File: src/rtl/riscv_ctrl_pkg.sv
// riscv_ctrl_pkg: opcodes, ALU/size/writeback encodings and the control bundle
// shared by the ID stage, the ALU and the hazard logic.
package riscv_ctrl_pkg;

    localparam logic [6:0] OP_LUI    = 7'b0110111;
    localparam logic [6:0] OP_AUIPC  = 7'b0010111;
    localparam logic [6:0] OP_JAL    = 7'b1101111;
    localparam logic [6:0] OP_JALR   = 7'b1100111;
    localparam logic [6:0] OP_BRANCH = 7'b1100011;
    localparam logic [6:0] OP_LOAD   = 7'b0000011;
    localparam logic [6:0] OP_STORE  = 7'b0100011;
    localparam logic [6:0] OP_IMM    = 7'b0010011;
    localparam logic [6:0] OP_REG    = 7'b0110011;

    localparam logic [3:0] ALU_ADD = 4'd0;
    localparam logic [3:0] ALU_SUB = 4'd1;
    localparam logic [3:0] ALU_MUL = 4'd2;
    localparam logic [3:0] ALU_AND = 4'd3;
    localparam logic [3:0] ALU_OR  = 4'd4;
    localparam logic [3:0] ALU_XOR = 4'd5;
    localparam logic [3:0] ALU_SLL = 4'd6;
    localparam logic [3:0] ALU_SRL = 4'd7;
    localparam logic [3:0] ALU_SRA = 4'd8;
    localparam logic [3:0] ALU_SLT = 4'd9;
    localparam logic [3:0] ALU_LUI = 4'd10;
    localparam logic [3:0] ALU_BEQ = 4'd11;
    localparam logic [3:0] ALU_BNE = 4'd12;
    localparam logic [3:0] ALU_BGE = 4'd13;
    localparam logic [3:0] ALU_BLT = 4'd14;

    localparam logic [1:0] SZ_WORD = 2'b00;
    localparam logic [1:0] SZ_HALF = 2'b01;
    localparam logic [1:0] SZ_BYTE = 2'b10;

    localparam logic [1:0] M2R_PC4 = 2'd0;
    localparam logic [1:0] M2R_MEM = 2'd1;
    localparam logic [1:0] M2R_ALU = 2'd2;

    localparam logic [1:0] JMP_NONE = 2'd0;
    localparam logic [1:0] JMP_JUMP = 2'd2;

    typedef struct packed {
        logic [4:0] rs1;
        logic [4:0] rs2;
        logic [4:0] rd;
        logic       mem_read;
        logic       mem_write;
        logic       reg_write;
        logic       alu_src_a;
        logic       alu_src_b;
        logic [1:0] mem_to_reg;
        logic [1:0] jump;
        logic [3:0] alu_op;
        logic [1:0] inst_size;
        logic       is_signed;
        logic [4:0] shift_amount;
        logic       illegal;
    } ctrl_t;

    // Bundle that can never write a register or touch memory (reg_write is active low).
    localparam ctrl_t CTRL_SAFE = '{rs1: 5'd0, rs2: 5'd0, rd: 5'd0, mem_read: 1'b0,
                                    mem_write: 1'b0, reg_write: 1'b1, alu_src_a: 1'b0,
                                    alu_src_b: 1'b0, mem_to_reg: M2R_PC4, jump: JMP_NONE,
                                    alu_op: ALU_ADD, inst_size: SZ_WORD, is_signed: 1'b0,
                                    shift_amount: 5'd0, illegal: 1'b0};

    function automatic logic [1:0] size_of(input logic [1:0] f3);
        return (f3 == 2'b00) ? SZ_BYTE : (f3 == 2'b01) ? SZ_HALF : SZ_WORD;
    endfunction

    // alt selects SUB over ADD and SRA over SRL.
    function automatic logic [3:0] alu_of(input logic [2:0] f3, input logic alt);
        case (f3)
            3'b000:  return alt ? ALU_SUB : ALU_ADD;
            3'b001:  return ALU_SLL;
            3'b010:  return ALU_SLT;
            3'b011:  return ALU_SLT;
            3'b100:  return ALU_XOR;
            3'b101:  return alt ? ALU_SRA : ALU_SRL;
            3'b110:  return ALU_OR;
            default: return ALU_AND;
        endcase
    endfunction

endpackage

File: src/rtl/id_decode.sv
// id_decode: combinational RV32I instruction -> control bundle, illegal flag and source usage.
// RV32M_EN adds MUL decoding; without it every funct7=0000001 R-type is illegal.
module id_decode
    import riscv_ctrl_pkg::*;
(
    input  logic [31:0] inst_i,
    output ctrl_t       ctrl_o,
    output logic        uses_rs1_o,
    output logic        uses_rs2_o
);

    logic [6:0] opc, f7;
    logic [2:0] f3;
    logic       bad, m_ok, std_ok;
    ctrl_t      c;

    assign opc = inst_i[6:0];
    assign f3  = inst_i[14:12];
    assign f7  = inst_i[31:25];
    assign std_ok = (f7 == 7'b0000000) || ((f7 == 7'b0100000) && (f3 == 3'b000 || f3 == 3'b101));

`ifdef RV32M_EN
    assign m_ok = (f7 == 7'b0000001) && (f3 == 3'b000);
`else
    assign m_ok = 1'b0;
`endif

    always_comb begin
        c = CTRL_SAFE;
        c.is_signed = 1'b1;
        bad = 1'b0;
        uses_rs1_o = 1'b0;
        uses_rs2_o = 1'b0;
        case (opc)
            OP_LUI: begin
                c.rd = inst_i[11:7];
                c.reg_write = 1'b0;
                c.alu_src_b = 1'b1;
                c.mem_to_reg = M2R_ALU;
                c.alu_op = ALU_LUI;
            end
            OP_AUIPC: begin
                c.rd = inst_i[11:7];
                c.reg_write = 1'b0;
                c.alu_src_b = 1'b1;
                c.mem_to_reg = M2R_ALU;
            end
            OP_JAL: begin
                c.rd = inst_i[11:7];
                c.reg_write = 1'b0;
                c.alu_src_b = 1'b1;
                c.jump = JMP_JUMP;
            end
            OP_JALR: begin
                c.rd = inst_i[11:7];
                c.rs1 = inst_i[19:15];
                uses_rs1_o = 1'b1;
                c.reg_write = 1'b0;
                c.alu_src_a = 1'b1;
                c.alu_src_b = 1'b1;
                c.jump = JMP_JUMP;
                bad = f3 != 3'b000;
            end
            OP_BRANCH: begin
                c.rs1 = inst_i[19:15];
                c.rs2 = inst_i[24:20];
                uses_rs1_o = 1'b1;
                uses_rs2_o = 1'b1;
                c.alu_src_a = 1'b1;
                c.alu_op = f3[2] ? (f3[0] ? ALU_BGE : ALU_BLT) : (f3[0] ? ALU_BNE : ALU_BEQ);
                c.is_signed = !(f3[2] && f3[1]);
                bad = f3[2:1] == 2'b01;
            end
            OP_LOAD: begin
                c.rd = inst_i[11:7];
                c.rs1 = inst_i[19:15];
                uses_rs1_o = 1'b1;
                c.mem_read = 1'b1;
                c.reg_write = 1'b0;
                c.alu_src_a = 1'b1;
                c.alu_src_b = 1'b1;
                c.mem_to_reg = M2R_MEM;
                c.inst_size = size_of(f3[1:0]);
                c.is_signed = !f3[2];
                bad = (f3[1:0] == 2'b11) || (f3[2] && f3[1]);
            end
            OP_STORE: begin
                c.rs1 = inst_i[19:15];
                c.rs2 = inst_i[24:20];
                uses_rs1_o = 1'b1;
                uses_rs2_o = 1'b1;
                c.mem_write = 1'b1;
                c.alu_src_a = 1'b1;
                c.alu_src_b = 1'b1;
                c.inst_size = size_of(f3[1:0]);
                bad = f3[2] || (f3[1:0] == 2'b11);
            end
            OP_IMM: begin
                c.rd = inst_i[11:7];
                c.rs1 = inst_i[19:15];
                uses_rs1_o = 1'b1;
                c.reg_write = 1'b0;
                c.alu_src_a = 1'b1;
                c.alu_src_b = 1'b1;
                c.mem_to_reg = M2R_ALU;
                c.alu_op = alu_of(f3, (f3 == 3'b101) && f7[5]);
                c.is_signed = f3 != 3'b011;
                // Only the shift immediates reserve the funct7 bits.
                bad = ((f3 == 3'b001) && (f7 != 7'b0000000)) ||
                      ((f3 == 3'b101) && (f7 != 7'b0000000) && (f7 != 7'b0100000));
            end
            OP_REG: begin
                c.rd = inst_i[11:7];
                c.rs1 = inst_i[19:15];
                c.rs2 = inst_i[24:20];
                uses_rs1_o = 1'b1;
                uses_rs2_o = 1'b1;
                c.reg_write = 1'b0;
                c.alu_src_a = 1'b1;
                c.mem_to_reg = M2R_ALU;
                c.alu_op = m_ok ? ALU_MUL : alu_of(f3, f7[5]);
                c.is_signed = f3 != 3'b011;
                bad = !(std_ok || m_ok);
            end
            default: bad = 1'b1;
        endcase
        c.shift_amount = (c.alu_op inside {ALU_SLL, ALU_SRL, ALU_SRA}) ? inst_i[24:20] : 5'd0;
        if (bad) begin
            c = CTRL_SAFE;
            c.illegal = 1'b1;
            c.alu_op = ALU_SUB;
            uses_rs1_o = 1'b0;
            uses_rs2_o = 1'b0;
        end
    end

    assign ctrl_o = c;

endmodule

File: src/rtl/id_pipe_control.sv
// id_pipe_control: registered ID stage with valid/ready handshake, load-use bubble,
// flush and a saturating stall counter. Decoding lives in id_decode (RV32M_EN there).
module id_pipe_control
    import riscv_ctrl_pkg::*;
#(
    parameter int XLEN  = 32,
    parameter int CNT_W = 16
) (
    input  logic             clk,
    input  logic             reset,
    input  logic             in_valid,
    output logic             in_ready,
    input  logic [31:0]      inst,
    input  logic [XLEN-1:0]  pc,
    input  logic             flush,
    output logic             out_valid,
    input  logic             out_ready,
    output logic [XLEN-1:0]  out_pc,
    output logic [4:0]       rs1,
    output logic [4:0]       rs2,
    output logic [4:0]       rd,
    output logic             mem_read,
    output logic             mem_write,
    output logic             reg_write,
    output logic             alu_src_a,
    output logic             alu_src_b,
    output logic [1:0]       mem_to_reg,
    output logic [1:0]       jump,
    output logic [3:0]       alu_op,
    output logic [1:0]       inst_size,
    output logic             is_signed,
    output logic [4:0]       shift_amount,
    output logic             illegal,
    output logic [CNT_W-1:0] stall_count
);

    ctrl_t            dec, ctrl_q, ctrl_d;
    logic             valid_q, valid_d, uses_rs1, uses_rs2, hazard, accept;
    logic [XLEN-1:0]  pc_q, pc_d;
    logic [CNT_W-1:0] cnt_q, cnt_d;

    id_decode u_decode (
        .inst_i    (inst),
        .ctrl_o    (dec),
        .uses_rs1_o(uses_rs1),
        .uses_rs2_o(uses_rs2)
    );

    // A load to x0 is harmless; only a real destination can stall the consumer.
    assign hazard = valid_q && ctrl_q.mem_read && (ctrl_q.rd != 5'd0) && in_valid &&
                    ((uses_rs1 && (inst[19:15] == ctrl_q.rd)) || (uses_rs2 && (inst[24:20] == ctrl_q.rd)));
    assign in_ready = (!valid_q || out_ready) && !hazard && !flush;
    assign accept   = in_valid && in_ready;

    always_comb begin
        valid_d = valid_q;
        ctrl_d  = ctrl_q;
        pc_d    = pc_q;
        cnt_d   = cnt_q;
        if (flush || (out_ready && !accept)) begin
            valid_d = 1'b0;
            ctrl_d  = CTRL_SAFE;
            pc_d    = '0;
        end
        if (accept) begin
            valid_d = 1'b1;
            ctrl_d  = dec;
            pc_d    = pc;
        end
        if (hazard && out_ready && !flush && (cnt_q != '1))
            cnt_d = cnt_q + 1'b1;
    end

    always_ff @(posedge clk or negedge reset) begin
        if (!reset) begin
            valid_q <= 1'b0;
            ctrl_q  <= CTRL_SAFE;
            pc_q    <= '0;
            cnt_q   <= '0;
        end else begin
            valid_q <= valid_d;
            ctrl_q  <= ctrl_d;
            pc_q    <= pc_d;
            cnt_q   <= cnt_d;
        end
    end

    assign out_valid    = valid_q;
    assign out_pc       = pc_q;
    assign rs1          = ctrl_q.rs1;
    assign rs2          = ctrl_q.rs2;
    assign rd           = ctrl_q.rd;
    assign mem_read     = ctrl_q.mem_read;
    assign mem_write    = ctrl_q.mem_write;
    assign reg_write    = ctrl_q.reg_write;
    assign alu_src_a    = ctrl_q.alu_src_a;
    assign alu_src_b    = ctrl_q.alu_src_b;
    assign mem_to_reg   = ctrl_q.mem_to_reg;
    assign jump         = ctrl_q.jump;
    assign alu_op       = ctrl_q.alu_op;
    assign inst_size    = ctrl_q.inst_size;
    assign is_signed    = ctrl_q.is_signed;
    assign shift_amount = ctrl_q.shift_amount;
    assign illegal      = ctrl_q.illegal;
    assign stall_count  = cnt_q;

endmodule

File: config.mk
export PLATFORM = sky130hd
export DESIGN_NAME = id_pipe_control
export DESIGN_NICKNAME = d
export VERILOG_FILES = /design/src/rtl/riscv_ctrl_pkg.sv /design/src/rtl/id_decode.sv /design/src/rtl/id_pipe_control.sv
export SDC_FILE = /design/constraint.sdc
export NUM_CORES = 1
export LEC_CHECK = 0
export BUFFER_PORTS_ARGS = -buffer_cell sky130_fd_sc_hd__buf_2
export CORE_ASPECT_RATIO = 2
export CORE_MARGIN = 4
export CORE_UTILIZATION = 45
export DETAILED_ROUTE_END_ITERATION = 8
export GPL_TIMING_DRIVEN = 1
export PLACE_DENSITY = 0.74
export RECOVER_POWER = 50
export SLEW_MARGIN = 20
export SYNTH_ARGS = -nofsm -noshare
export SYNTH_HDL_FRONTEND = slang
export SYNTH_SLANG_ARGS = --single-unit
File: constraint.sdc
create_clock -name clk -period 4.7 [get_ports clk]
set_input_delay 0.235 -clock clk [delete_from_list [all_inputs] [get_ports clk]]
set_output_delay 0.235 -clock clk [all_outputs]
set_load 0.01 [all_outputs]
Word level (Yosys, flattened, before mapping)
Index checks and enable logic that the tools add are counted.

word-level totals
  register bits after elaboration = 86
  input port bits = 69
  logic and storage cells = 134
  output and inout bits = 87

cells by class
  mux-type cells = 36
  reductions and logical operators = 52
  add/sub/neg operators = 1
  eq/ne operators = 27

operators by type and width
  kind                                           number
  two-way mux 37 bit                             3
  two-way mux 32 bit                             2
  case mux 4 bit (6 select lines)                2
  == test 7 x 6 -> 1 bit, second input constant  4
  == test 7 bit, second input constant           3
  two-way mux 5 bit                              4
  logical AND 1 bit                              19
  adder 16 x 1 -> 16 bit, second input constant  1
  != test 16 bit, second input constant          1
  case mux 4 bit (4 select lines)                1
  == test 7 x 5 -> 1 bit, second input constant  2
  OR reduction 7 bit                             2
  two-way mux 1 bit                              13
  two-way mux 4 bit                              3
  == test 5 bit                                  2
  == test 3 bit, second input constant           3
  == test 4 x 3 -> 1 bit, second input constant  2
  logical OR 1 bit                               8
  two-way mux 2 bit                              4
  OR reduction 2 bit                             4
  == test 7 x 2 -> 1 bit, second input constant  1
  logical NOT 1 bit                              7
  logical NOT 7 bit                              1
  != test 7 x 6 -> 1 bit, second input constant  1
  other kinds (19)                               23

Logic depth before layout (Yosys ltp)
  depth after elaboration = 19
  depth in mapped cells = 10

Modules after synthesis
Synthesis repeated with hierarchy kept, for this count alone.

second synthesis, totals
  cells, all modules = 400
  area, all modules = 4327.9 sq um

modules (own cells, without submodules)
  module           instances  area an instance (sq um)  cells an instance  seq. area each (sq um)
  id_pipe_control  1          3442.1                    259                2153.3
  id_decode        1          885.8                     141                0.0

Worst setup path after synthesis
No wires, ideal clock.

  path type = input port to flip-flop
  start point = in inst[14]
  end point = reg ctrl_q (netlist bit rs2[0])
  path buffers = 1
  setup slack = 2626 ps
  cell stages on the path = 8
  required time = 4636 ps
  arrival time = 2010 ps
  path through = or4b_1 > o311ai_1 > a31oi_1 > nor3_4 > nor3b_4 > buf_6 > and2b_4 > a22o_2

on the way
  word-level cells in the longest chain between the ends = 18
  elaborated cells between the ends (all ways) = 33
  those cells by class = eq/ne: 3; mux: 5; reduce/logical: 25

ends and longest elaborated chain
  element                                             line                               text
  start, declared                                     id_pipe_control.sv:13              input logic [31:0] inst,
  == test 3 bit or logical NOT 3 bit (tied branches)  id_decode.sv:20, id_decode.sv:110
  logical OR 1 bit                                    id_decode.sv:20                    assign std_ok = (f7 == 7'b0000000) || ((f7 == 7'b0100000) && (f3 == 3'b000 || f3 == 3'b101));
  logical AND 1 bit                                   id_decode.sv:20
  logical OR 1 bit                                    id_decode.sv:20
  logical NOT 1 bit                                   id_decode.sv:123                   bad = !(std_ok || m_ok);
  case mux 1 bit (7 select lines) *                   id_decode.sv:34                    case (opc)
  two-way mux 1 bit                                   id_decode.sv:128                   if (bad) begin
  logical AND 1 bit                                   id_pipe_control.sv:51              ((uses_rs1 && (inst[19:15] == ctrl_q.rd)) || (uses_rs2 && (inst[24:20] == ctrl_q.rd)));
  logical OR 1 bit                                    id_pipe_control.sv:51
  logical AND 1 bit                                   id_pipe_control.sv:50              assign hazard = valid_q && ctrl_q.mem_read && (ctrl_q.rd != 5'd0) && in_valid &&
  logical NOT 1 bit                                   id_pipe_control.sv:52              assign in_ready = (!valid_q || out_ready) && !hazard && !flush;
  logical AND 1 bit (2 in a row)                      id_pipe_control.sv:52
  logical AND 1 bit                                   id_pipe_control.sv:53              assign accept = in_valid && in_ready;
  logical NOT 1 bit                                   id_pipe_control.sv:60              if (flush || (out_ready && !accept)) begin
  logical AND 1 bit                                   id_pipe_control.sv:60
  logical OR 1 bit                                    id_pipe_control.sv:60
  nonzero test 2 bit (no line)                        -
  end signal, assigned                                id_pipe_control.sv:82              ctrl_q <= ctrl_d;
  end, declared                                       id_pipe_control.sv:37              ctrl_t dec, ctrl_q, ctrl_d;

Every way passes the cells marked *; elsewhere a longest branch is shown, timed or not.
A chain may end at the register's enable or synchronous reset.

Final worst setup path
  start point = reg ctrl_q (netlist bit rd[4])
  end point = reg ctrl_q (netlist bit rs2[3])

on the way
  word-level cells in the longest chain between the ends = 12
  elaborated cells between the ends (all ways) = 18
  those cells by class = eq/ne: 2; mux: 1; reduce/logical: 15

ends and longest elaborated chain
  element                                                line
  == test 5 bit or nonzero test 5 bit (tied branches)    id_pipe_control.sv:51, id_pipe_control.sv:50
  logical AND 1 bit, on equally long branches            id_pipe_control.sv:51, id_pipe_control.sv:50
  logical OR 1 bit or logical AND 1 bit (tied branches)  id_pipe_control.sv:51, id_pipe_control.sv:50
  logical AND 1 bit *                                    id_pipe_control.sv:50
  logical NOT 1 bit *                                    id_pipe_control.sv:52
  logical AND 1 bit * (2 in a row)                       id_pipe_control.sv:52
  logical AND 1 bit *                                    id_pipe_control.sv:53
  logical NOT 1 bit                                      id_pipe_control.sv:60
  logical AND 1 bit                                      id_pipe_control.sv:60
  logical OR 1 bit                                       id_pipe_control.sv:60
  nonzero test 2 bit (no line)                           -

Marked as above.

==> parameters.txt <==
Parameter                              Value

Clocking
  Number of buffers added to fix hold violations after cts    0
  Clock tree buffer depth    2
  Clock slew at reported path FFs    0.06 ns
  Total number of H-tree levels    3
  Count of clock tree sinks    84
  Insertion delay to the later sink of the worst-skew pair    0.33 ns
  Number of buffers created by CTS    9
  CTS-repair resized insts    0
  CTS root buf    sky130_fd_sc_hd__clkbuf_16
  Clock tree from TritonCTS    done
  Post-CTS repair timing setup buffer count    0

Cells and area
  # nets final    631
  Share of post-route cells with drive strength above 1    26.8%
  Number of fill cells    803
  Post-Layout Cell Count    665
  Max reg flops    32
  Area added between synthesis and finish    25.4%
  Diodes inserted    0

Synth
  Post-synth design cell area    0.00410 mm²
  Most numerous cell types in the synthesized netlist    sky130_fd_sc_hd__nand2_1 (85), sky130_fd_sc_hd__dfrtp_1 (83), sky130_fd_sc_hd__nand3_1 (44)
  Count of cell types in the netlist    53
  Cell taking the most area after synthesis    sky130_fd_sc_hd__dfrtp_1
  Top-area cell type share of the netlist area    50.7%
  Number of synthesized flops with an enable pin    0
  Number of warnings reported in the yosys synthesis log    0
  Mapped Cells    414
  Register area share after synthesis    51.3%
  Post-synthesis register bit count    84
  Largest cells by area after synthesis    sky130_fd_sc_hd__dfrtp_1 (51%), sky130_fd_sc_hd__nand2_1 (7.8%), sky130_fd_sc_hd__nand3_1 (5.4%)
  Ys flop type    sky130_fd_sc_hd__dfrtp_1
  Mean area per synthesized cell    9.90 µm²
  Top-count cell post-synth    sky130_fd_sc_hd__nand2_1
  Proportion of synthesized flip-flops having asynchronous set or reset    100%
  Net Count, Synth    487

STA
  Number of endpoints failing setup at the final stage    0
  Worst rel slew slack    37.9%
  Smallest hold slack    -0.0557 ns
  Clock skew after layout    0.00559 ns
  Final Hold Viols    83
  Final Cycle Share    58.7%
  Max-slew violation count    0
  Least-Margin Pin Slew    0.930 ns
  Achievable Freq    0.362 GHz
  Min Clock Period, post-route    2.76 ns
  Final sum of negative setup slack    0 ns
  Unrepaired setup endpoints after global routing    false

Pwr
  Leak pwr    0.00269 µW
  Internal power component    1230 µW
  Power share of the clock group    44.0%
  Peak supply drop    0.000187 V
  Part of the total power dissipated in combinational logic    9.7%
  Switching share of total power    24.0%
  Psw    390 µW
  Power density cells    316 mW/mm²
  Flop pwr share    46.2%

GRT
  Via count of the first global-routing pass    3,653
  Wire length of the first global-routing pass    18,500 µm
  Final global-route overflow total    0
  Largest net degree at the start of global routing    85
  Number of antenna violations at the first check in global routing    0
  Total global routing track utilization    22.6%

Route
  Total via count after detailed routing    3,650
  Post-Route M1 WL    4280 µm
  Detailed-route wire length per cell    17.6 µm
  Average vias per placed instance    5.49
  TritonRoute pass-1 iters    4
  Met2 Routed Length    6390 µm
  DR WL met3    639 µm
  1st-iter DRT viols    200
  Routed WL    11,700 µm
  Top layer used by detailed routing    met4
  Antenna Nets Post-Route    0
  Number of remaining DRC errors    0

Floorplanning
  Die width    75.5 µm
  I/O pins    156
  Initial Util    45.8%
  Vert. Die Dim    143 µm
  Floorplan row count    49
  Area of the core    0.00895 mm²
  Total die area    0.0108 mm²

Critical path
  Launching element type of the critical path    register
  Class of the most critical setup path    register to register
  Data required time of the critical path    4.98 ns
  WP data arrival    3.04 ns
  Maximum fanout along the worst path    35
  Reg2reg setup slack    1.94 ns
  Endpoint type of the worst setup path    register

Status
  Violations in the final reports    negative hold slack
  Status    finished with violations

Placed design
  Placed wire-length estimate after detailed placement    8900 µm
  Count of input and output buffers    154
  Routability-driven placement congestion ratio    0.894
  # placed instances    648

Run
  Maximum Capacitance Violations    0

Hold path
  Kind of path behind the tightest hold check    input port to asynchronous set/reset pin
-- per-stage QoR --
| step | worst slack [ns] | hold slack [ns] | util, % | area [µm²] | total power, µW |
|---|---|---|---|---|---|
| 2_1_floorplan | 2.63 | -0.0606 | - | 4100 | 843 |
| 3_3_place_gp | 1.50 | 0.426 | 54.4 | 4870 | 922 |
| 3_5_place_dp | 1.36 | 0.430 | 54.4 | 4870 | 926 |
| 4_1_cts | 1.61 | 0.0813 | 57.8 | 5170 | 1640 |
| 5_1_grt | 1.70 | 0.0174 | 57.4 | 5140 | 1690 |
| 6_report | 1.94 | -0.0557 | 57.4 | 5140 | 1630 |
-- power groups by stage --
stage	registers (µW)	logic (µW)	clock network (µW)
after floorplan	772	70.5	0
after global placement	764	158	0
after global routing	753	176	761
after detailed placement	765	162	0
final	752	158	715
after CTS	751	162	727
-- worst paths after layout --
| path | from | end | depth (start not counted) |
|---|---|---|---|
| setup reg to reg | rd[4] | rs2[3] | 8 |
| hold reg to reg | reg_write | reg_write | 2 |
| max in group asynchronous | reset | out_pc[24] | 1 |
| hold / removal | reset | stall_count[8] | 1 |
| min in group clk | pc[6] | out_pc[6] | 3 |
| setup / recovery | rd[4] | rs2[3] | 8 |
-- layout by cell type, fill, tap and decap left out, types with 10 or more instances in the layout --
cell type	synthesis	layout
sky130_fd_sc_hd__buf_2	9	110
sky130_fd_sc_hd__nand2_1	85	85
sky130_fd_sc_hd__dfrtp_1	83	83
sky130_fd_sc_hd__nand3_1	44	44
sky130_fd_sc_hd__clkbuf_1	7	44
sky130_fd_sc_hd__nor2_1	22	21
sky130_fd_sc_hd__a22o_1	20	20
sky130_fd_sc_hd__xnor2_1	15	15
sky130_fd_sc_hd__inv_1	10	10
sky130_fd_sc_hd__a22o_2	10	10
-- critical path: stages, from the launching register on --
cell and delay [ns]:
sky130_fd_sc_hd__dfrtp_1 0.46, sky130_fd_sc_hd__xnor2_1 0.20, sky130_fd_sc_hd__nand3_1 0.10, sky130_fd_sc_hd__nor4_1 0.28, sky130_fd_sc_hd__o21a_1 0.33, sky130_fd_sc_hd__a21oi_4 0.28
sky130_fd_sc_hd__nor3_4 0.65, sky130_fd_sc_hd__buf_8 0.24, sky130_fd_sc_hd__a22o_2 0.15
-- cells by family after synthesis --
kind of cell             share of synthesized area (%)
AND/OR/NAND/NOR                                   24.1
AO/OA/AOI/OAI                                     13.6
adder cells (fa/ha/maj)                           1.22
XOR/XNOR                                          5.13
buffers and inverters                             4.30
other                                           0.0915
flip-flops                                        51.3
multiplexers                                     0.275
-- metal layers --
| metal | GRT usage (%) | vias to the layer above |
|---|---|---|
| met5 | 0 | - |
| met4 | 11.6 | 0 |
| li1 | - | 1738 |
| met2 | 39.7 | 149 |
| met1 | 25.5 | 1736 |
| met3 | 3.38 | 27 |
-- area by class of cell --
type                       count  area [µm²]  area share [%]
clock buffer                  12         256            4.99
clock inverter                 4        47.5           0.925
inverter                      10        37.5           0.730
multi-input combinational    297        1820            35.5
sequential                    84        2100            40.9
tap                          102         128            2.48
timing repair buffer         156         746            14.5
Power figures use the tool's default switching activity.
